File: config.mk
export PLATFORM = sky130hd
export DESIGN_NAME = shift_unit_iter
export DESIGN_NICKNAME = d
export VERILOG_FILES = /design/src/rtl/shift_unit_iter_pkg.sv /design/src/rtl/shift_unit_iter_step.sv /design/src/rtl/shift_unit_iter.sv
export SDC_FILE = /design/constraint.sdc
export NUM_CORES = 1
export LEC_CHECK = 0
export CAP_MARGIN = 20
export CORE_MARGIN = 8
export CORE_UTILIZATION = 25
export CTS_BUF_LIST = sky130_fd_sc_hd__clkbuf_16
export CTS_CLUSTER_SIZE = 16
export DETAILED_ROUTE_END_ITERATION = 12
export HOLD_SLACK_MARGIN = 0.1
export SLEW_MARGIN = 20
export SYNTH_ARGS = -nofsm -noshare
export SYNTH_HDL_FRONTEND = slang
export SYNTH_SLANG_ARGS = --single-unit
File: constraint.sdc
create_clock -name clock -period 3.6 [get_ports clock]
set_clock_uncertainty 0.15 [all_clocks]
set_input_delay 0.72 -clock clock [delete_from_list [all_inputs] [get_ports clock]]
set_output_delay 0.72 -clock clock [all_outputs]
set_load 0.03 [all_outputs]
File: src/rtl/shift_unit_iter_pkg.sv
// Shared definitions for the iterative shift/rotate unit: op-codes, FSM states
// and a small op-decode helper.
package shift_unit_iter_pkg;

  localparam logic [2:0] OP_SHR  = 3'b000;
  localparam logic [2:0] OP_SHRA = 3'b001;
  localparam logic [2:0] OP_SHL  = 3'b010;
  localparam logic [2:0] OP_ROR  = 3'b011;
  localparam logic [2:0] OP_ROL  = 3'b100;

  typedef enum logic {
    ST_IDLE  = 1'b0,
    ST_SHIFT = 1'b1
  } state_e;

  function automatic logic op_is_legal(input logic [2:0] op);
    return (op <= OP_ROL);
  endfunction

endpackage

File: src/rtl/shift_unit_iter_step.sv
// Combinational single-chunk shifter/rotator: moves data by 0..STEP bits
// according to op. Unknown op-codes pass data through unchanged.
module shift_step
  import shift_unit_iter_pkg::*;
#(
  parameter int WIDTH = 32,
  parameter int STEP  = 4,
  parameter int AW    = $clog2(STEP) + 1
) (
  input  logic [WIDTH-1:0] data_in,
  input  logic [2:0]       op,
  input  logic [AW-1:0]    amt,
  output logic [WIDTH-1:0] data_out
);

  localparam int SW = $clog2(WIDTH) + 1;

  logic [SW-1:0] amt_w;
  logic [SW-1:0] inv_w;

  // For amt=0 the complementary shift is by WIDTH, which yields zero,
  // so rotations degenerate cleanly to a pass-through.
  always_comb begin
    amt_w    = SW'(amt);
    inv_w    = SW'(WIDTH) - amt_w;
    data_out = data_in;
    case (op)
      OP_SHR:  data_out = data_in >> amt_w;
      OP_SHRA: data_out = $signed(data_in) >>> amt_w;
      OP_SHL:  data_out = data_in << amt_w;
      OP_ROR:  data_out = (data_in >> amt_w) | (data_in << inv_w);
      OP_ROL:  data_out = (data_in << amt_w) | (data_in >> inv_w);
      default: data_out = data_in;
    endcase
  end

endmodule

File: src/rtl/shift_unit_iter.sv
// Multi-cycle shift/rotate unit: captures an operand on start and moves it by
// at most STEP bits per clock, pulsing done with the registered result.
module shift_unit_iter
  import shift_unit_iter_pkg::*;
#(
  parameter int WIDTH = 32,
  parameter int STEP  = 4,
  parameter int SHW   = $clog2(WIDTH)
) (
  input  logic             clock,
  input  logic             clear_n,
  input  logic             start,
  input  logic [2:0]       op,
  input  logic [WIDTH-1:0] Ra,
  input  logic [SHW-1:0]   shift_amt,
  output logic             busy,
  output logic             done,
  output logic [WIDTH-1:0] result
);

  localparam int AW = $clog2(STEP) + 1;
  localparam logic [SHW:0] STEP_W = (SHW + 1)'(STEP);

  state_e           state_q, state_d;
  logic [WIDTH-1:0] data_q, data_d;
  logic [SHW-1:0]   rem_q, rem_d;
  logic [2:0]       op_q, op_d;
  logic             busy_q, busy_d;
  logic             done_q, done_d;
  logic [WIDTH-1:0] result_q, result_d;

  logic             last_chunk;
  logic [AW-1:0]    chunk;
  logic [WIDTH-1:0] stepped;

  assign last_chunk = ({1'b0, rem_q} <= STEP_W);
  assign chunk      = last_chunk ? AW'(rem_q) : AW'(STEP);

  shift_step #(
    .WIDTH (WIDTH),
    .STEP  (STEP),
    .AW    (AW)
  ) u_step (
    .data_in  (data_q),
    .op       (op_q),
    .amt      (chunk),
    .data_out (stepped)
  );

  always_comb begin
    state_d  = state_q;
    data_d   = data_q;
    rem_d    = rem_q;
    op_d     = op_q;
    busy_d   = busy_q;
    done_d   = 1'b0;
    result_d = result_q;
    case (state_q)
      ST_IDLE: begin
        if (start) begin
          state_d = ST_SHIFT;
          data_d  = Ra;
          op_d    = op;
          // Illegal ops run a single zero-length step so they pass Ra through.
          rem_d   = op_is_legal(op) ? shift_amt : '0;
          busy_d  = 1'b1;
        end
      end
      ST_SHIFT: begin
        data_d = stepped;
        if (last_chunk) begin
          state_d  = ST_IDLE;
          rem_d    = '0;
          busy_d   = 1'b0;
          done_d   = 1'b1;
          result_d = stepped;
        end else begin
          rem_d = rem_q - SHW'(STEP);
        end
      end
      default: begin
        state_d = ST_IDLE;
        busy_d  = 1'b0;
      end
    endcase
  end

  always_ff @(posedge clock or negedge clear_n) begin
    if (!clear_n) begin
      state_q  <= ST_IDLE;
      data_q   <= '0;
      rem_q    <= '0;
      op_q     <= '0;
      busy_q   <= 1'b0;
      done_q   <= 1'b0;
      result_q <= '0;
    end else begin
      state_q  <= state_d;
      data_q   <= data_d;
      rem_q    <= rem_d;
      op_q     <= op_d;
      busy_q   <= busy_d;
      done_q   <= done_d;
      result_q <= result_d;
    end
  end

  assign busy   = busy_q;
  assign done   = done_q;
  assign result = result_q;

endmodule

==> results of run 1 <==
[synthesized netlist by cell type (15+ instances only)]
| library cell | count |
|---|---|
| nand2_1 | 169 |
| mux2i_1 | 106 |
| dfrtp_1 | 75 |
| clkbuf_1 | 65 |
| nor2_1 | 62 |
| a21oi_1 | 59 |
| o21ai_0 | 58 |
| nand3_1 | 37 |
| o21ai_1 | 36 |
| o22ai_1 | 36 |
| nor3_1 | 25 |
| buf_2 | 21 |
| a31oi_1 | 16 |
| o211ai_1 | 15 |
[sequential cells by signal, indices dropped and copies added, names as in the netlist]
signal   flops
busy         1
data_q      32
done         1
op_q         3
rem_q        5
result      32
state_q      1
[layout make-up]
class                      count  share of cell area, %
multi-input combinational    806                   53.5
sequential                    75                   19.2
timing repair buffer         193                   18.3
tap                          390                   5.00
clock buffer                   9                   2.31
clock inverter                 7                  0.949
inverter                      19                  0.731
[repair_timing]
item                                    4_1_cts  5_1_grt
gates resized for setup                       1        9
hold buffers                                  0        0
endpoints found under the setup margin        2       16
[logic make-up (layout without fill, tap and decap cells)]
logic type                 after synthesis  count (layout)  share of synthesized area, %
and+or+nand+nor                        344             344                          20.5
AOI/OAI and AO/OA                      330             330                          28.6
muxes                                  124             124                          17.8
buffers and inverters                  118             228                          7.02
DFF                                     75              75                          24.9
adders and majority gates                4               4                         0.664
xor gates and xnor gates                 4               4                         0.564
[per-stage QoR]
stage	util, %	cells
2_1_floorplan	-	999
3_3_place_gp	31.6	1483
3_5_place_dp	31.6	1483
4_1_cts	32.7	1499
5_1_grt	32.9	1499
6_report	32.9	1499
[layer usage]
layer / share of wire (%) / GRT usage [%] / routed length (um)
met4: 3.5 / 8.12 / 1420
met1: 44 / 29.9 / 17400
met3: 9.3 / 4.89 / 3730
met5: 0 / 0 / 0
met2: 43 / 32.8 / 17300
[final timing paths]
path / end / slack, ps / depth (start not counted)
max in group asynchronous: rem_q[0] / 2700 / 2
max: data_q[10] / 130 / 12
max reg2reg: data_q[10] / 130 / 12
min: result[20] / 180 / 2
min in group clock: result[19] / 340 / 2
min reg2reg: result[19] / 340 / 2
[placed cells by master (no fill, tap or decap), types with 5 or more instances in the layout]
cell | Yosys | routed
nand2_1 | 169 | 169
buf_4 | 6 | 106
mux2i_1 | 106 | 105
dfrtp_1 | 75 | 75
clkdlybuf4s50_1 | 0 | 75
nor2_1 | 62 | 62
o21ai_0 | 58 | 58
a21oi_1 | 59 | 57
nand3_1 | 37 | 37
o22ai_1 | 36 | 36
o21ai_1 | 36 | 36
nor3_1 | 25 | 25
a31oi_1 | 16 | 16
o211ai_1 | 15 | 15
inv_1 | 14 | 14
a211oi_1 | 14 | 12
a221oi_1 | 12 | 12
a22oi_1 | 12 | 12
buf_12 | 0 | 12
and3_1 | 9 | 9
clkbuf_16 | 0 | 9
mux2_2 | 8 | 8
o2111ai_1 | 6 | 6
a32oi_1 | 6 | 6
inv_2 | 5 | 5
mux2i_2 | 4 | 5
nor2b_1 | 5 | 5
o221ai_1 | 5 | 5
nand4_1 | 5 | 5
a22o_1 | 5 | 5
==> results.sh, run 1 <==
export IMPL_seqCellArea_um2=1880
export IMPL_drive_gt1_share_pct=16.1
export IMPL_syn_inst=999
export IMPL_grt_start_max_net_pins=76
export IMPL_postLayoutCellArea_um2=9760
export IMPL_syn_nets=1046
export IMPL_yosys_area_top_type="dfrtp_1"
export IMPL_ant_nets=0
export IMPL_antenna_found_initial=1
export IMPL_status="completed"
export IMPL_grt_use_total_pct=21.7
export IMPL_arrival_ps=3540
export IMPL_slowest_delay_ps=370
export IMPL_n_antenna_cell=0
export IMPL_dp_slack_ps=17.0
export IMPL_clockBufferDepth=2
export IMPL_startpoint="rem_q[3]"
export IMPL_path_max_fanout=29
export IMPL_setup_viol=0
export IMPL_final_nets=1151
export IMPL_synth_edf_count=0
export IMPL_async_reset_ff_share_pct=100
export IMPL_critical_path_buf_inv_count=4
export IMPL_final_hold_violation_count=0
export IMPL_portBuffers=76
export IMPL_yosys_register_bits=75
export IMPL_cp_top_family="compound AO/OA/AOI/OAI gates"
export IMPL_firstDrtPassIters=5
export IMPL_endpoint_kind="flip-flop"
export IMPL_syn_area_per_cell_um2=7.55
export IMPL_synthFlopType="dfrtp_1"
export IMPL_drt_iter0_markers=1168
export IMPL_fin_crit_sh_pct=96.4
export IMPL_worst_path_max_delay_cell="dfrtp_1"
export IMPL_rsz0062_at_grt="no"
export IMPL_io_pins=77
export IMPL_dp_hpwl_um=30100
export IMPL_min_period_ps=3470
export IMPL_cts_sinks=75
export IMPL_path_cells="inv_1 -> ha_1 -> or3b_1 -> a211o_1 -> buf_4 -> xnor2_4 -> buf_12 -> mux2i_1 -> o21ai_1 -> a311oi_1 -> buf_4 -> a21oi_1"
export IMPL_remaining_drc_errors=0
export IMPL_multi_input_area_um2=5220
export IMPL_reg2reg_from="rem_q[3]"
export IMPL_grt_overflow=0
export IMPL_fin_ws_ps=130
export IMPL_final_setup_tns_ps=0
export IMPL_vias_per_cell=5.96
export IMPL_numCtsBuffers=9
export IMPL_ys_types=76
export IMPL_die_w_um=190
export IMPL_cts_setup_buffers=0
export IMPL_drv_cap=0
export IMPL_htreeDepth=3
export IMPL_slew_viol_final=0
export IMPL_wl_um=39900
export IMPL_wl_per_cell_um=26.6
export IMPL_yosys_warnings=0
export IMPL_placed_area_um2=9370
export IMPL_critPathLaunchType="flip-flop"
export IMPL_place_congestion=1.04
export IMPL_num_rows=63
export IMPL_max_slew_worst_pin_slew_ps=1160
export IMPL_worstSkewPairLatency_ps=360
export IMPL_slew_headroom_pct=22.3
export IMPL_min_delay_path_class="in -> async"
export IMPL_fmax_mhz=288
export IMPL_fp_coreArea_um2=29600
export IMPL_grt_pass1_vias=8717
export IMPL_grt_pass1_wl_um=59400
export IMPL_start_util_pct=25.4
export IMPL_vias=8937
export IMPL_area_growth_pct=29.3
export IMPL_cts_root_buffer="clkbuf_16"
export IMPL_die_h_um=190
export IMPL_ys_seq_area_share_pct=24.9
export IMPL_cts_clk_slew_worst_paths_ps=60
export IMPL_crit_type="reg -> reg"
export IMPL_fill_cells=3218
export IMPL_die_area_um2=36000
export IMPL_synth_area_top_cells="dfrtp_1 (25%), mux2i_1 (14%), nand2_1 (8.4%)"
export IMPL_whs_ps=179
export IMPL_cp_required_ps=3670
export IMPL_cts_tree="built"
export IMPL_crit_top_cell="buf_4"
export IMPL_synth_top_area_share_pct=24.9
export IMPL_syn_area_um2=7540
Power of run 1 is left out: the tool's default activity adds up to more than one toggle a clock period on the data nets, which glitch-free logic cannot reach.
==> inputs of run 2 (changes only) <==
SETUP_SLACK_MARGIN = 0.05   (was unset)
TNS_END_PERCENT = 100   (was unset)
==> run 2 against run 1 <==
- die area unchanged
- first-iteration DRC count rose by 2.7%
- maximum frequency rose by 0.78%
- core utilization down 0.29 points
- non-clock buffer count shrank 5
- final cell count fell by 0.40%
- design area down 0.87%
- critical path depth down 3
==> results.sh, run 2 (same netlist as run 1, synthesis figures left out) <==
export IMPL_ant_nets=0
export IMPL_final_common_cell="nand2_1"
export IMPL_drive_gt1_share_pct=15.5
export IMPL_crit_top_cell="mux2i_1"
export IMPL_firstDrtPassIters=6
export IMPL_remaining_drc_errors=0
export IMPL_fmax_mhz=290
export IMPL_cts_tree="built"
export IMPL_clockBufferDepth=2
export IMPL_mostFrequentLayoutCells="nand2_1 (169), mux2i_1 (105), buf_4 (103)"
export IMPL_fp_coreArea_um2=29600
export IMPL_cts_sinks=75
export IMPL_final_hold_violation_count=0
export IMPL_vias_per_cell=6.00
export IMPL_status="completed"
export IMPL_setup_viol=0
export IMPL_dp_hpwl_um=29100
export IMPL_whs_ps=188
export IMPL_vias=8951
export IMPL_fin_crit_sh_pct=95.6
export IMPL_die_h_um=190
export IMPL_io_pins=77
export IMPL_die_w_um=190
export IMPL_wl_per_cell_um=25.9
export IMPL_die_area_um2=36000
export IMPL_drv_cap=0
export IMPL_slew_headroom_pct=38.2
export IMPL_final_nets=1146
export IMPL_path_cells="nor4b_4 -> inv_2 -> buf_12 -> mux2i_2 -> mux2i_1 -> mux2i_1 -> nor2_1 -> a2111o_1 -> mux2_2"
export IMPL_cp_required_ps=3700
export IMPL_area_growth_pct=28.2
export IMPL_endpoint_kind="flip-flop"
export IMPL_r2r_end="result[31]"
export IMPL_cts_hold_buf=0
export IMPL_rsz0062_at_grt="yes"
export IMPL_grt_pass1_vias=8418
export IMPL_critPathLaunchType="flip-flop"
export IMPL_final_cells=1493
export IMPL_min_delay_path_class="in -> async"
export IMPL_reg2reg_from="rem_q[4]"
export IMPL_r2r_slack_ps=160
export IMPL_path_max_fanout=49
export IMPL_cts_clk_slew_worst_paths_ps=60
export IMPL_crit_type="reg -> reg"
export IMPL_cts_root_buffer="clkbuf_16"
export IMPL_worstRegToRegCells=9
export IMPL_placed_area_um2=9330
export IMPL_portBuffers=76
export IMPL_slew_viol_final=0
export IMPL_n_antenna_cell=0
export IMPL_max_slew_worst_pin_slew_ps=903
export IMPL_dp_cells=1478
export IMPL_postLayoutCellArea_um2=9670
export IMPL_numCtsBuffers=9
export IMPL_grt_start_max_net_pins=76
export IMPL_antenna_found_initial=0
export IMPL_num_rows=63
export IMPL_htreeDepth=3
export IMPL_start_util_pct=25.4
export IMPL_worstSkewPairLatency_ps=370
export IMPL_multi_input_area_um2=5230
export IMPL_worst_path_max_delay_cell="dfrtp_1"
export IMPL_arrival_ps=3540
export IMPL_min_period_ps=3440
export IMPL_grt_use_total_pct=21.0
export IMPL_place_congestion=1.08
export IMPL_seqCellArea_um2=1880
export IMPL_grt_pass1_wl_um=57400
export IMPL_wl_um=38700
export IMPL_fill_cells=3216
export IMPL_drt_iter0_markers=1200
export IMPL_slowest_delay_ps=520
export IMPL_grt_overflow=0
==> run 2: final cells by class <==
type | count | share of cell area (%)
Multi-Input combinational cell | 806 | 54.1
Sequential cell | 75 | 19.4
Timing Repair Buffer | 188 | 17.8
Tap cell | 390 | 5.05
Clock buffer | 9 | 2.33
Inverter | 19 | 0.737
Clock inverter | 6 | 0.530
==> run 2: how the worst max path moves through the flow <==
stage	from	slack [ps]	to
6_report	rem_q[4]	160	result[31]
5_1_grt	rem_q[3]	40	data_q[13]
4_1_cts	rem_q[3]	120	data_q[13]
3_5_place_dp	rem_q[3]	-40	data_q[10]
3_3_place_gp	rem_q[3]	-1	data_q[10]
2_1_floorplan	rem_q[2]	60	data_q[2]
==> run 2: timing repair <==
| item | 4_1_cts | 5_1_grt |
|---|---|---|
| setup buffers | 0 | 0 |
| pin swaps | 0 | 3 |
| endpoints found under the setup margin | 4 | 13 |
| gates resized for setup | 2 | 6 |
==> run 2: per-layer routing <==
layer	GRT usage [%]	wire length, um	part of all wire [%]
met4	7.43	1410	3.6
met3	4.67	3550	9.2
met5	0	0	0
met1	29.1	17100	44
met2	31.5	16700	43
==> run 2: stage by stage <==
step                worst slack, ps  setup TNS (ps)  util (%)
floorplan                      57.4               0         -
global placement              -1.04           -1.04      31.5
detailed placement            -40.9           -41.7      31.5
CTS                             121               0      32.5
global route                   36.3               0      32.6
finish                          157               0      32.6
==> run 2: critical path, delay by kind of cell, from the launching register on <==
family / cells / cell delay [ps]
buf+inv: 2 / 300
flops: 1 / 520
compound gates: 1 / 390
simple gates: 2 / 520
mux: 4 / 1350
Power of run 2 is left out for the same reason.
==> inputs of run 3 (changes only) <==
CORE_UTILIZATION = 35   (was 25)
==> run 3 against run 2 <==
- register-to-register slack hardly changed
- final cell count decreased by 8.2%
- clock-buffer cell count unchanged
==> results.sh, run 3 (same netlist as run 1, synthesis figures left out) <==
export IMPL_antenna_found_initial=1
export IMPL_fin_crit_sh_pct=95.9
export IMPL_grt_pass1_vias=8695
export IMPL_n_antenna_cell=0
export IMPL_cts_hold_buf=0
export IMPL_dp_cells=1355
export IMPL_cts_clk_slew_worst_paths_ps=70
export IMPL_min_period_ps=3450
export IMPL_htreeDepth=3
export IMPL_grt_use_total_pct=28.4
export IMPL_setup_viol=0
export IMPL_final_nets=1138
export IMPL_place_congestion=1.06
export IMPL_drv_cap=0
export IMPL_final_cells=1371
export IMPL_use_met1_pct=36.8
export IMPL_cts_setup_buffers=0
export IMPL_vias=8984
export IMPL_slew_headroom_pct=38.1
export IMPL_wl_um=38400
export IMPL_dp_hpwl_um=28200
export IMPL_rsz0062_at_grt="no"
export IMPL_fmax_mhz=290
export IMPL_grt_busiest_layer="met2"
export IMPL_mostFrequentLayoutCells="nand2_1 (169), mux2i_1 (106), buf_4 (101)"
export IMPL_firstDrtPassIters=6
export IMPL_io_pins=77
export IMPL_portBuffers=76
export IMPL_clockBufferDepth=2
export IMPL_drt_iter0_markers=1157
export IMPL_drive_gt1_share_pct=15.0
export IMPL_status="completed"
export IMPL_arrival_ps=3520
export IMPL_die_w_um=163
export IMPL_grt_pass1_wl_um=56900
export IMPL_ctsResizeCount=0
export IMPL_numCtsBuffers=9
export IMPL_ant_nets=0
export IMPL_met2_usage_pct=43.1
export IMPL_final_hold_violation_count=0
export IMPL_cts_root_buffer="clkbuf_16"
export IMPL_fp_coreArea_um2=21100
export IMPL_start_util_pct=35.8
export IMPL_critPathLaunchType="flip-flop"
export IMPL_endpoint_kind="flip-flop"
export IMPL_final_setup_tns_ps=0
export IMPL_cp_required_ps=3660
export IMPL_remaining_drc_errors=0
export IMPL_min_delay_path_class="in -> async"
export IMPL_crit_type="reg -> reg"
export IMPL_max_slew_worst_pin_slew_ps=928
export IMPL_path_max_fanout=11
export IMPL_grt_overflow=0
export IMPL_die_area_um2=26500
export IMPL_wl_per_cell_um=28.0
export IMPL_area_growth_pct=23.9
export IMPL_slew_viol_final=0
export IMPL_vias_per_cell=6.55
export IMPL_postLayoutCoreUtil_pct=44.3
export IMPL_cts_tree="built"
export IMPL_grt_start_max_net_pins=61
export IMPL_grtUsageMet3_pct=5.84
export IMPL_num_rows=53
export IMPL_die_h_um=163
export IMPL_worstSkewPairLatency_ps=360
export IMPL_final_common_cell="nand2_1"
export IMPL_cts_sinks=75
-- run 3: changes by cell type in the layout (fill, tap and decap cells not counted), sizes merged --
cell | previous run | this run
buf | 113 | 105
clkinvlp | 0 | 4
clkinv | 2 | 1
inv | 22 | 21
bufinv | 1 | 0
-- run 3: worst max-delay path: stages, from the launching register on --
cell and delay (ps):
dfrtp_1 540, nor4b_4 410, inv_2 100, ha_2 510
buf_4 240, o21ai_1 180, a221oi_1 340, buf_4 190
o21ai_1 60, a311oi_1 340, buf_4 190, a21oi_1 70
-- run 3: path summary, 6_finish.rpt --
check | to | depth (start not counted) | start | slack, ps
min | result[0] | 1 | clear_n | 270
max | data_q[10] | 11 | rem_q[4] | 150
min reg2reg | result[9] | 2 | result[9] | 340
max in group asynchronous | data_q[31] | 2 | clear_n | 2250
min in group clock | result[9] | 2 | result[9] | 340
max reg2reg | data_q[10] | 11 | rem_q[4] | 150
-- run 3: per-layer routing --
| metal | vias up | routed length (um) |
|---|---|---|
| met3 | 142 | 3700 |
| met4 | 2 | 2400 |
| li1 | 3904 | - |
| met1 | 4332 | 15500 |
| met2 | 604 | 16800 |
| met5 | - | 12 |
-- run 3: metrics by stage --
step / hold WS [ps] / setup slack, ps / cell area, um^2
after floorplan: 274 / 57.4 / 7610
after global placement: 319 / 215 / 9050
after detailed placement: 328 / 205 / 9050
after CTS: 337 / 185 / 9330
after global routing: 354 / 52.0 / 9350
final: 273 / 149 / 9350
-- run 3: area by class of cell --
type | instances | area (um^2)
timing repair buffer | 180 | 1590
multi-input combinational | 806 | 5190
clock inverter | 7 | 51.3
clock buffer | 9 | 225
fill | 2168 | 11700
inverter | 19 | 71.3
tap | 275 | 344
sequential | 75 | 1880
Power of run 3 is left out for the same reason.
